<file path="src/rtl/cache_pkg.sv">
`default_nettype none
// ============================================================================
// Module      : cache_pkg
// Description : Shared types for the LC-3b 2-way set-associative cache.
// Revision    : 1.0
// ============================================================================
package cache_pkg;

    typedef logic [8:0]   lc3b_c_tag;
    typedef logic [2:0]   lc3b_c_index;
    typedef logic [3:0]   lc3b_c_offset;
    typedef logic [127:0] lc3b_c_block;
    typedef logic [15:0]  lc3b_word;

    localparam int c_offset_w = 4;

    typedef enum logic [1:0] {
        S_IDLE      = 2'd0,
        S_WRITEBACK = 2'd1,
        S_ALLOCATE  = 2'd2
    } cache_state_e;

    // Byte-lane merge for partial-word stores.
    function automatic lc3b_word merge_word(input lc3b_word old_w,
                                            input lc3b_word new_w,
                                            input logic [1:0] be);
        merge_word = {be[1] ? new_w[15:8] : old_w[15:8],
                      be[0] ? new_w[7:0]  : old_w[7:0]};
    endfunction

endpackage
`default_nettype wire

</file>
<file path="src/rtl/cache_if.sv">
`default_nettype none
// ============================================================================
// Module      : cache_if
// Description : CPU-side and physical-memory-side buses of the cache.
// Revision    : 1.0
// ============================================================================
interface cache_if;
    import cache_pkg::*;

    lc3b_word    mem_address;
    logic        mem_read;
    logic        mem_write;
    logic [1:0]  mem_byte_enable;
    lc3b_word    mem_wdata;
    lc3b_word    mem_rdata;
    logic        mem_resp;
    lc3b_word    pmem_address;
    logic        pmem_read;
    logic        pmem_write;
    lc3b_c_block pmem_wdata;
    lc3b_c_block pmem_rdata;
    logic        pmem_resp;

    modport slave (
        input  mem_address, mem_read, mem_write, mem_byte_enable, mem_wdata,
        input  pmem_rdata, pmem_resp,
        output mem_rdata, mem_resp,
        output pmem_address, pmem_read, pmem_write, pmem_wdata
    );

    modport master (
        output mem_address, mem_read, mem_write, mem_byte_enable, mem_wdata,
        output pmem_rdata, pmem_resp,
        input  mem_rdata, mem_resp,
        input  pmem_address, pmem_read, pmem_write, pmem_wdata
    );

endinterface
`default_nettype wire

</file>
<file path="src/rtl/cache_control.sv">
`default_nettype none
// ============================================================================
// Module      : cache_control
// Description : Cache FSM: hit response, writeback/allocate sequencing, strobes.
// Revision    : 1.0
// ============================================================================
module cache_control
    import cache_pkg::*;
(
    input  logic clk,
    input  logic rst,
    input  logic i_req,
    input  logic i_hit,
    input  logic i_victim_dirty,
    input  logic i_pmem_resp,
    output logic o_mem_resp,
    output logic o_pmem_read,
    output logic o_pmem_write,
    output logic o_ld_hit,
    output logic o_ld_miss,
    output logic o_ld_fill
);

    cache_state_e r_state;
    cache_state_e w_next;

    always_ff @(posedge clk or posedge rst) begin
        if (rst) begin
            r_state <= S_IDLE;
        end else begin
            r_state <= w_next;
        end
    end

    // pmem strobes decode from the state register only, so reset drops them at once.
    always_comb begin
        w_next       = r_state;
        o_mem_resp   = 1'b0;
        o_pmem_read  = 1'b0;
        o_pmem_write = 1'b0;
        o_ld_hit     = 1'b0;
        o_ld_miss    = 1'b0;
        o_ld_fill    = 1'b0;
        case (r_state)
            S_IDLE: begin
                if (i_req) begin
                    if (i_hit) begin
                        o_mem_resp = 1'b1;
                        o_ld_hit   = 1'b1;
                    end else begin
                        o_ld_miss = 1'b1;
                        w_next    = i_victim_dirty ? S_WRITEBACK : S_ALLOCATE;
                    end
                end
            end
            S_WRITEBACK: begin
                o_pmem_write = 1'b1;
                if (i_pmem_resp) begin
                    w_next = S_ALLOCATE;
                end
            end
            S_ALLOCATE: begin
                o_pmem_read = 1'b1;
                if (i_pmem_resp) begin
                    o_ld_fill = 1'b1;
                    w_next    = S_IDLE;
                end
            end
            default: begin
                w_next = S_IDLE;
            end
        endcase
    end

endmodule
`default_nettype wire

</file>
<file path="src/rtl/cache.sv">
`default_nettype none
// ============================================================================
// Module      : cache
// Description : 2-way set-associative write-back, write-allocate unified cache.
// Revision    : 1.0
// ============================================================================
module cache
    import cache_pkg::*;
#(
    parameter int NUM_SETS  = 8,
    parameter int LINE_BITS = 128
) (
    input  logic    clk,
    input  logic    rst,
    cache_if.slave  bus
);

    localparam int c_idx_w = $clog2(NUM_SETS);
    localparam int c_tag_w = 16 - c_offset_w - c_idx_w;

    logic [LINE_BITS-1:0] r_data  [2][NUM_SETS];
    logic [c_tag_w-1:0]   r_tag   [2][NUM_SETS];
    logic [NUM_SETS-1:0]  r_valid [2];
    logic [NUM_SETS-1:0]  r_dirty [2];
    logic [NUM_SETS-1:0]  r_lru;

    logic                 r_victim;
    logic [c_tag_w-1:0]   r_req_tag;
    logic [c_idx_w-1:0]   r_req_idx;

    logic [c_tag_w-1:0]   w_tag;
    logic [c_idx_w-1:0]   w_idx;
    logic [2:0]           w_word;
    logic                 w_unused_addr_lsb;
    logic                 w_req;
    logic                 w_hit0;
    logic                 w_hit1;
    logic                 w_hit;
    logic                 w_hit_way;
    logic                 w_victim;
    logic                 w_victim_dirty;
    logic [LINE_BITS-1:0] w_hit_line;
    lc3b_word             w_hit_word;
    lc3b_word             w_merged;

    logic w_mem_resp;
    logic w_pmem_read;
    logic w_pmem_write;
    logic w_ld_hit;
    logic w_ld_miss;
    logic w_ld_fill;

    assign w_tag             = bus.mem_address[15 -: c_tag_w];
    assign w_idx             = bus.mem_address[c_offset_w +: c_idx_w];
    assign w_word            = bus.mem_address[3:1];
    assign w_unused_addr_lsb = bus.mem_address[0];
    assign w_req             = bus.mem_read | bus.mem_write;

    assign w_hit0    = r_valid[0][w_idx] && (r_tag[0][w_idx] == w_tag);
    assign w_hit1    = r_valid[1][w_idx] && (r_tag[1][w_idx] == w_tag);
    assign w_hit     = w_hit0 | w_hit1;
    assign w_hit_way = ~w_hit0;

    // Fill invalid ways first (way 0 preferred) before evicting the LRU way.
    assign w_victim       = !r_valid[0][w_idx] ? 1'b0 :
                            !r_valid[1][w_idx] ? 1'b1 : r_lru[w_idx];
    assign w_victim_dirty = r_valid[w_victim][w_idx] && r_dirty[w_victim][w_idx];

    assign w_hit_line = r_data[w_hit_way][w_idx];
    assign w_hit_word = w_hit_line[{w_word, 4'b0000} +: 16];
    assign w_merged   = merge_word(w_hit_word, bus.mem_wdata, bus.mem_byte_enable);

    cache_control u_control (
        .clk            (clk),
        .rst            (rst),
        .i_req          (w_req),
        .i_hit          (w_hit),
        .i_victim_dirty (w_victim_dirty),
        .i_pmem_resp    (bus.pmem_resp),
        .o_mem_resp     (w_mem_resp),
        .o_pmem_read    (w_pmem_read),
        .o_pmem_write   (w_pmem_write),
        .o_ld_hit       (w_ld_hit),
        .o_ld_miss      (w_ld_miss),
        .o_ld_fill      (w_ld_fill)
    );

    // Miss context is captured so the transfer survives the CPU dropping its request.
    always_ff @(posedge clk or posedge rst) begin
        if (rst) begin
            r_valid[0] <= '0;
            r_valid[1] <= '0;
            r_dirty[0] <= '0;
            r_dirty[1] <= '0;
            r_lru      <= '0;
            r_victim   <= 1'b0;
            r_req_tag  <= '0;
            r_req_idx  <= '0;
        end else begin
            if (w_ld_miss) begin
                r_victim  <= w_victim;
                r_req_tag <= w_tag;
                r_req_idx <= w_idx;
            end
            if (w_ld_hit) begin
                r_lru[w_idx] <= ~w_hit_way;
                if (bus.mem_write) begin
                    r_dirty[w_hit_way][w_idx] <= 1'b1;
                end
            end
            if (w_ld_fill) begin
                r_valid[r_victim][r_req_idx] <= 1'b1;
                r_dirty[r_victim][r_req_idx] <= 1'b0;
            end
        end
    end

    always_ff @(posedge clk) begin
        if (w_ld_fill) begin
            r_data[r_victim][r_req_idx] <= bus.pmem_rdata;
            r_tag[r_victim][r_req_idx]  <= r_req_tag;
        end else if (w_ld_hit && bus.mem_write) begin
            r_data[w_hit_way][w_idx][{w_word, 4'b0000} +: 16] <= w_merged;
        end
    end

    assign bus.mem_resp     = w_mem_resp;
    assign bus.mem_rdata    = w_mem_resp ? w_hit_word : '0;
    assign bus.pmem_read    = w_pmem_read;
    assign bus.pmem_write   = w_pmem_write;
    assign bus.pmem_address = w_pmem_write ? {r_tag[r_victim][r_req_idx], r_req_idx, 4'b0000} :
                              w_pmem_read  ? {r_req_tag, r_req_idx, 4'b0000} : '0;
    assign bus.pmem_wdata   = w_pmem_write ? r_data[r_victim][r_req_idx] : '0;

endmodule
`default_nettype wire

</file>
<file path="src/flat_wrapper.sv">
// flat-port wrapper written by rule: the top's interface ports become plain ports
module cache_flat import cache_pkg::*;
#(
    parameter int NUM_SETS  = 8,
    parameter int LINE_BITS = 128
)
  (clk, rst, bus_mem_address, bus_mem_read, bus_mem_write, bus_mem_byte_enable, bus_mem_wdata, bus_pmem_rdata, bus_pmem_resp, bus_mem_rdata, bus_mem_resp, bus_pmem_address, bus_pmem_read, bus_pmem_write, bus_pmem_wdata);
  cache_if bus_i ();
  input  logic clk;
  input  logic rst;
  input wire logic [$bits(bus_i.mem_address)-1:0] bus_mem_address;
  input wire logic [$bits(bus_i.mem_read)-1:0] bus_mem_read;
  input wire logic [$bits(bus_i.mem_write)-1:0] bus_mem_write;
  input wire logic [$bits(bus_i.mem_byte_enable)-1:0] bus_mem_byte_enable;
  input wire logic [$bits(bus_i.mem_wdata)-1:0] bus_mem_wdata;
  input wire logic [$bits(bus_i.pmem_rdata)-1:0] bus_pmem_rdata;
  input wire logic [$bits(bus_i.pmem_resp)-1:0] bus_pmem_resp;
  output wire logic [$bits(bus_i.mem_rdata)-1:0] bus_mem_rdata;
  output wire logic [$bits(bus_i.mem_resp)-1:0] bus_mem_resp;
  output wire logic [$bits(bus_i.pmem_address)-1:0] bus_pmem_address;
  output wire logic [$bits(bus_i.pmem_read)-1:0] bus_pmem_read;
  output wire logic [$bits(bus_i.pmem_write)-1:0] bus_pmem_write;
  output wire logic [$bits(bus_i.pmem_wdata)-1:0] bus_pmem_wdata;
  assign bus_i.mem_address = bus_mem_address;
  assign bus_i.mem_read = bus_mem_read;
  assign bus_i.mem_write = bus_mem_write;
  assign bus_i.mem_byte_enable = bus_mem_byte_enable;
  assign bus_i.mem_wdata = bus_mem_wdata;
  assign bus_i.pmem_rdata = bus_pmem_rdata;
  assign bus_i.pmem_resp = bus_pmem_resp;
  assign bus_mem_rdata = bus_i.mem_rdata;
  assign bus_mem_resp = bus_i.mem_resp;
  assign bus_pmem_address = bus_i.pmem_address;
  assign bus_pmem_read = bus_i.pmem_read;
  assign bus_pmem_write = bus_i.pmem_write;
  assign bus_pmem_wdata = bus_i.pmem_wdata;
  cache #(.NUM_SETS(NUM_SETS), .LINE_BITS(LINE_BITS)) u_core (.clk(clk), .rst(rst), .bus(bus_i));
endmodule
</file>
<file path="config.mk">
export PLATFORM = sky130hd
export DESIGN_NAME = cache_flat
export DESIGN_NICKNAME = d
export VERILOG_FILES = /design/src/rtl/cache_pkg.sv /design/src/rtl/cache_if.sv /design/src/rtl/cache_control.sv /design/src/rtl/cache.sv /design/src/flat_wrapper.sv
export SDC_FILE = /design/constraint.sdc
export NUM_CORES = 2
export LEC_CHECK = 0
export ABC_AREA = 0
export CAP_MARGIN = 20
export CORE_MARGIN = 2
export CORE_UTILIZATION = 40
export DETAILED_ROUTE_END_ITERATION = 8
export PLACE_DENSITY_LB_ADDON = 0.25
export SLEW_MARGIN = 20
export SYNTH_ARGS = -nofsm -noshare
export SYNTH_HDL_FRONTEND = slang
export SYNTH_SLANG_ARGS = --single-unit
</file>
<file path="constraint.sdc">
create_clock -name clk -period 6.7 [get_ports clk]
set_input_delay 1.675 -clock clk [delete_from_list [all_inputs] [get_ports clk]]
set_output_delay 1.675 -clock clk [all_outputs]
set_load 0.01 [all_outputs]
</file>
-- After elaboration in Yosys (flattened, before gate mapping)
Memories as Yosys holds them, arrays and structs flattened.
Index checks and enable logic that the tools add are counted.
- memories: 2
- bits in registers: 55
- bits of input ports: 167
- memory bits (writable): 2192
- logic and storage cells: 143
- memories (memory ; words ; bits a word ; rd ports ; clocked after memory_dff ; write ports ; line ; text):
    u_core.r_data ; 2 ; 1024 ; 2 ; 0 ; 1 ; cache.sv:21 ; logic [LINE_BITS-1:0] r_data [2][NUM_SETS];
    u_core.r_tag ; 2 ; 72 ; 3 ; 0 ; 1 ; cache.sv:22 ; logic [c_tag_w-1:0] r_tag [2][NUM_SETS];
- equal/unequal tests: 8
- multiplexer cells: 82
- order comparisons: 13
- bitwise logic cells: 12
- shift-type cells: 3
- $add $sub $neg: 1
- reduce and logical (&&, ||, !) cells: 13
- operators with widths (kind ; count):
    two-way mux 1024 bit ; 4
    OR reduction 1024 bit ; 1
    two-way mux 128 bit ; 7
    binary-select mux 128 bit (select 3 bit) ; 2
    demux 128 bit (select 3 bit) ; 2
    variable shift 16 x 9 -> 128 bit, first input constant ; 1
    indexed part select 128 x 8 -> 16 bit ; 1
    indexed part select 16 x 9 -> 128 bit ; 1
    two-way mux 16 bit ; 6
    binary-select mux 9 bit (select 3 bit) ; 3
    two-way mux 8 bit ; 10
    two-way mux 72 bit ; 1
    two-way mux 9 bit ; 7
    OR 16 bit ; 2
    demux 9 bit (select 3 bit) ; 1
    two-way mux 1 bit ; 23
    equality test 9 bit ; 2
    bitwise AND 16 bit ; 1
    demux 8 bit (select 1 bit) ; 2
    inverter 16 bit ; 1
    binary-select mux 1 bit (select 3 bit) ; 5
    logical AND 1 bit ; 10
    two-way mux 2 bit ; 5
    negation 7 -> 9 bit ; 1
    other kinds (18) ; 33

-- Depth between registers and ports, before layout
- depth after elaboration: 17
- depth in mapped cells: 21

-- Modules after synthesis
From an unflattened synthesis, not the netlist that was laid out.
- cells, all modules: 6536
- area, all modules: 107237.8 um^2
- modules (own cells, without submodules) (module ; area an instance (um^2) ; sequential area each (um^2) ; cells an instance ; times used):
    cache ; 107085.2 ; 67149.4 ; 6521 ; 1
    cache_control ; 152.6 ; 50.0 ; 15 ; 1

-- Worst setup path before layout
Ideal clock, no wire load.
- kind: input port to output port
- start: in bus_mem_address[4]
- end: out bus_mem_rdata[14]
- stages: 19
- data arrival time: 5.353 ns
- data required time: 5.025 ns
- slack: -0.328 ns
- path buffers: 8
- path through: buf_4 > buf_2 > buf_2 > a221oi_1 > o21ai_0 > xor2_1 > or4_4 > nor2_8 > buf_12 > buf_12 > buf_6 > buf_6 > buf_4 > nand2_1 > a311oi_1 > nand4_1 > a311o_1 > o41a_1 > nor2b_1
- cells in the longest elaborated chain, start to end: 13
- elaborated cells on any way between the ends: 26
- classes of those cells: eq/ne (2); shift (1); mux (17); bitwise (3); reduce/logical (2); memory (1)
- RTL lines (what ; line ; text):
    start: declaration ; flat_wrapper.sv:11 ; input wire logic [$bits(bus_i.mem_address)-1:0] bus_mem_address;
    inverter 3 -> 4 bit (implied by the code) ; cache.sv:59, cache.sv:60, cache.sv:69 ;
    binary-select mux 9 bit (select 3 bit) ; cache.sv:59 ; assign w_hit0 = r_valid[0][w_idx] && (r_tag[0][w_idx] == w_tag);
    two-way mux 9 bit (implied by the code) (2 in series) ; cache.sv:59 ;
    equality test 9 bit ; cache.sv:59 ;
    logical AND 1 bit ; cache.sv:59 ;
    inverter 1 bit ; cache.sv:62 ; assign w_hit_way = ~w_hit0;
    memory (2 x 1024 bit) ; - ;
    binary-select mux 128 bit (select 3 bit) ; cache.sv:69 ; assign w_hit_line = r_data[w_hit_way][w_idx];
    two-way mux 128 bit (implied by the code) (2 in series) ; cache.sv:69 ;
    indexed part select 128 x 8 -> 16 bit ; cache.sv:70 ; assign w_hit_word = w_hit_line[{w_word, 4'b0000} +: 16];
    two-way mux 16 bit (*) ; cache.sv:128 ; assign bus.mem_rdata = w_mem_resp ? w_hit_word : '0;
    end: declaration ; flat_wrapper.sv:18 ; output wire logic [$bits(bus_i.mem_rdata)-1:0] bus_mem_rdata;
Every way passes the cells marked *; elsewhere a longest branch is shown, timed or not. The select of a mux whose other input is x is not followed.

-- Worst setup path in the final report
- start: in bus_mem_address[5]
- end: out bus_mem_rdata[6]
The elaborated chain is that of the path after synthesis.

==> reports/metrics.yaml <==
synth-seq-cells: 2247
yosysWarnings: 0
grt_max_degree: 75
reg2regPathDepth: 20
place_ws_ps: -2060
power_density_nw_per_um2: 322
tightest_slew_ps: 1170
yosys.cell_types.count: 99
placed_cell_area_um2: 124000
hp-class: "flop to flop"
syn_to_final_growth_pct: 26.0
port_buffers: 324
htree_levels: 4
grt_pass1_vias: 74800
relSlewSlack: 0.221
cts_root_buf: "clkbuf_16"
rsz0062_at_grt: "true"
post-route-period-util: 1.13
period_minus_slack_ps: 7580
vdd_drop_max_mv: 0.292
cts_tree: "built"
syn_area_um2: 107000
finalHoldViolations: 0
fin_ws_ps: -875
crit-reg2reg-launch: "u_core.r_tag[0][48]$_DFFE_PP_"
grt_pass1_wl_um: 624000
p_leak_nw: 44.2
nets: 7741
die-area_um2: 271000
gp_congestion: 0.968
synthFlopType: "edfxtp_1"
synth_largest_area_cell: "edfxtp_1"
cp-start-kind: "input pin"
required_ps: 5030
crit_end: "bus_mem_rdata[6]"
whs_ps: 492
drive_gt1_frac: 0.348
ioPinCount: 330
critPathCaptureType: "output pin"
ys_top_cells_by_area: "edfxtp_1, mux4_2, mux2i_1"
cts_made_buffers: 233
startpoint: "bus_mem_address[5]"
core_area_um2: 266000
reg2reg_to: "u_core.r_data[0][840]$_DFFE_PP_"
drt-pass1-iter-count: 7
layout_commonest_cell: "edfxtp_1"
clock-skew-final_ps: 73.3
drcViolationCount: 0
ant_nets: 0
seq_area_frac_synth: 0.629
clk_path_buf_depth: 3
antenna_found_initial: 38
slew_viol_final: 0
fmax_mhz: 132
drv_cap: 0
dp_hpwl_um: 302000
synth.avg_cell_area_um2: 16.4
die_x_um: 521
critPathKind: "input pin to output pin"
final-setup-viol-count: 17
layout_common_cells: "edfxtp_1, mux4_2, buf_4"
grt_overflow: 0
synthCells: 6502
fillers: 21600
drtIter0Drc: 14000
vias: 77600
netlist.area_leader.share: 0.616
clock-sinks: 2247
final_area_um2: 135000
async_flop_share: 0.0245
run_status: "complete, but fails checks"
hold_buffers: 0
viasPerCell: 6.85
grt_use_total: 0.334
violations: "setup timing"
rows: 189
critPathArrivalTime_ps: 5900
cts.clk_slew.worst_paths_ps: 60
die_h_um: 521
wl_per_cell_um: 40.6
fin_tns_setup_ps: -12070
wirelength_um: 461000
clkLatencyLatePin_ps: 950
start_util: 0.403
path_max_fanout: 13
reg2reg_slack_ps: 820
synth_enable_flop_cells: 2192
==> routing by layer <==
layer | vias up | track usage | routed length, um
met5 | - | 0 | 55
met4 | 10 | 0.204 | 33800
met3 | 1263 | 0.106 | 66300
met2 | 6865 | 0.485 | 199000
met1 | 40100 | 0.437 | 161000
li1 | 29400 | - | -
==> Yosys cell counts, types with 53 or more instances <==
master,instances
nor2_1,163
buf_1,84
edfxtp_1,2192
o21ai_0,281
and3_1,58
nand2_1,422
a22oi_1,86
a21oi_1,99
clkbuf_1,356
nand3_1,194
buf_2,53
and2_1,137
a22o_1,104
dfrtp_1,55
mux2i_1,283
mux4_2,811
nor3_1,79
mux2_2,107
o22ai_1,248
==> power breakdown <==
| part | internal, W | total, W | switching, W | leakage, nW |
|---|---|---|---|---|
| Clock | 0.00712 | 0.0129 | 0.00581 | 3.64 |
| Combinational | 0.00613 | 0.0132 | 0.00706 | 20.1 |
| Sequential | 0.0165 | 0.0172 | 0.000771 | 20.4 |
| Total | 0.0297 | 0.0434 | 0.0136 | 44.2 |
==> per-stage QoR <==
stage,std cells,power [W],util
2_1_floorplan,6505,0.0247,-
3_3_place_gp,10800,0.0303,0.469
3_5_place_dp,10800,0.0304,0.469
4_1_cts,11300,0.0432,0.505
5_1_grt,11300,0.0443,0.507
6_report,11300,0.0434,0.507
==> how the worst min path moves through the flow <==
stage	startpoint	endpoint	cells after the start	slack [ps]
final	u_core.r_lru[5]$_DFFE_PP0P_	u_core.r_lru[5]$_DFFE_PP0P_	2	490
after global routing	u_core.r_lru[3]$_DFFE_PP0P_	u_core.r_lru[3]$_DFFE_PP0P_	2	510
after CTS	u_core.r_lru[2]$_DFFE_PP0P_	u_core.r_lru[2]$_DFFE_PP0P_	2	490
after detailed placement	u_core.r_lru[0]$_DFFE_PP0P_	u_core.r_lru[0]$_DFFE_PP0P_	2	480
after global placement	u_core.r_lru[3]$_DFFE_PP0P_	u_core.r_lru[3]$_DFFE_PP0P_	2	460
after floorplan	u_core.r_valid[14]$_DFFE_PP0P_	u_core.r_valid[14]$_DFFE_PP0P_	2	440
==> sequential cells by signal, indices dropped and copies added (netlist names) <==
register                  count
u_core.r_req_idx              3
u_core.r_lru                  8
u_core.r_req_tag              9
u_core.r_data              2048
u_core.u_control.r_state      2
u_core.r_dirty               16
u_core.r_valid               16
u_core.r_victim               1
u_core.r_tag                144
==> worst max-delay path, stage by stage <==
cell	delay, ps
buf_8	130
buf_12	150
nor2b_2	160
a221o_1	370
a22oi_2	210
xor2_1	160
buf_4	140
and4_4	350
buf_12	160
buf_4	230
buf_4	250
a21oi_1	90
a31oi_1	160
o211ai_1	150
buf_4	190
a21oi_2	370
o31ai_4	120
buf_4	190
o21ai_2	290
and2_1	190
buf_2	130
==> logic make-up after synthesis <==
group	Yosys count	share of synthesized area
xor+xnor	15	0.00123
compound gates	1216	0.0779
buf+inv	581	0.0246
flops	2247	0.629
other cells	1	0.0000351
simple gates	1231	0.0568
fa+ha+maj	2	0.000234
mux	1209	0.211
==> layout make-up <==
cell class | count | area [um^2] | area share
repair buffers | 1382 | 16400 | 0.122
multi-input cells | 3677 | 38900 | 0.289
flip-flops and latches | 2247 | 67200 | 0.499
clock inverters | 144 | 1450 | 0.0107
well taps | 3533 | 4420 | 0.0328
diodes | 23 | 57.6 | 0.000427
inverters | 31 | 118 | 0.000873
clock buffers | 296 | 6120 | 0.0454
==> repair_timing <==
action                                  4_1_cts  5_1_grt
setup buffers                                77       35
hold endpoints to repair                      0        0
pin swaps                                    80       58
gates resized for setup                     333       86
gates cloned                                 10        2
endpoints found under the setup margin       73       17
Power figures use the tool's default switching activity.
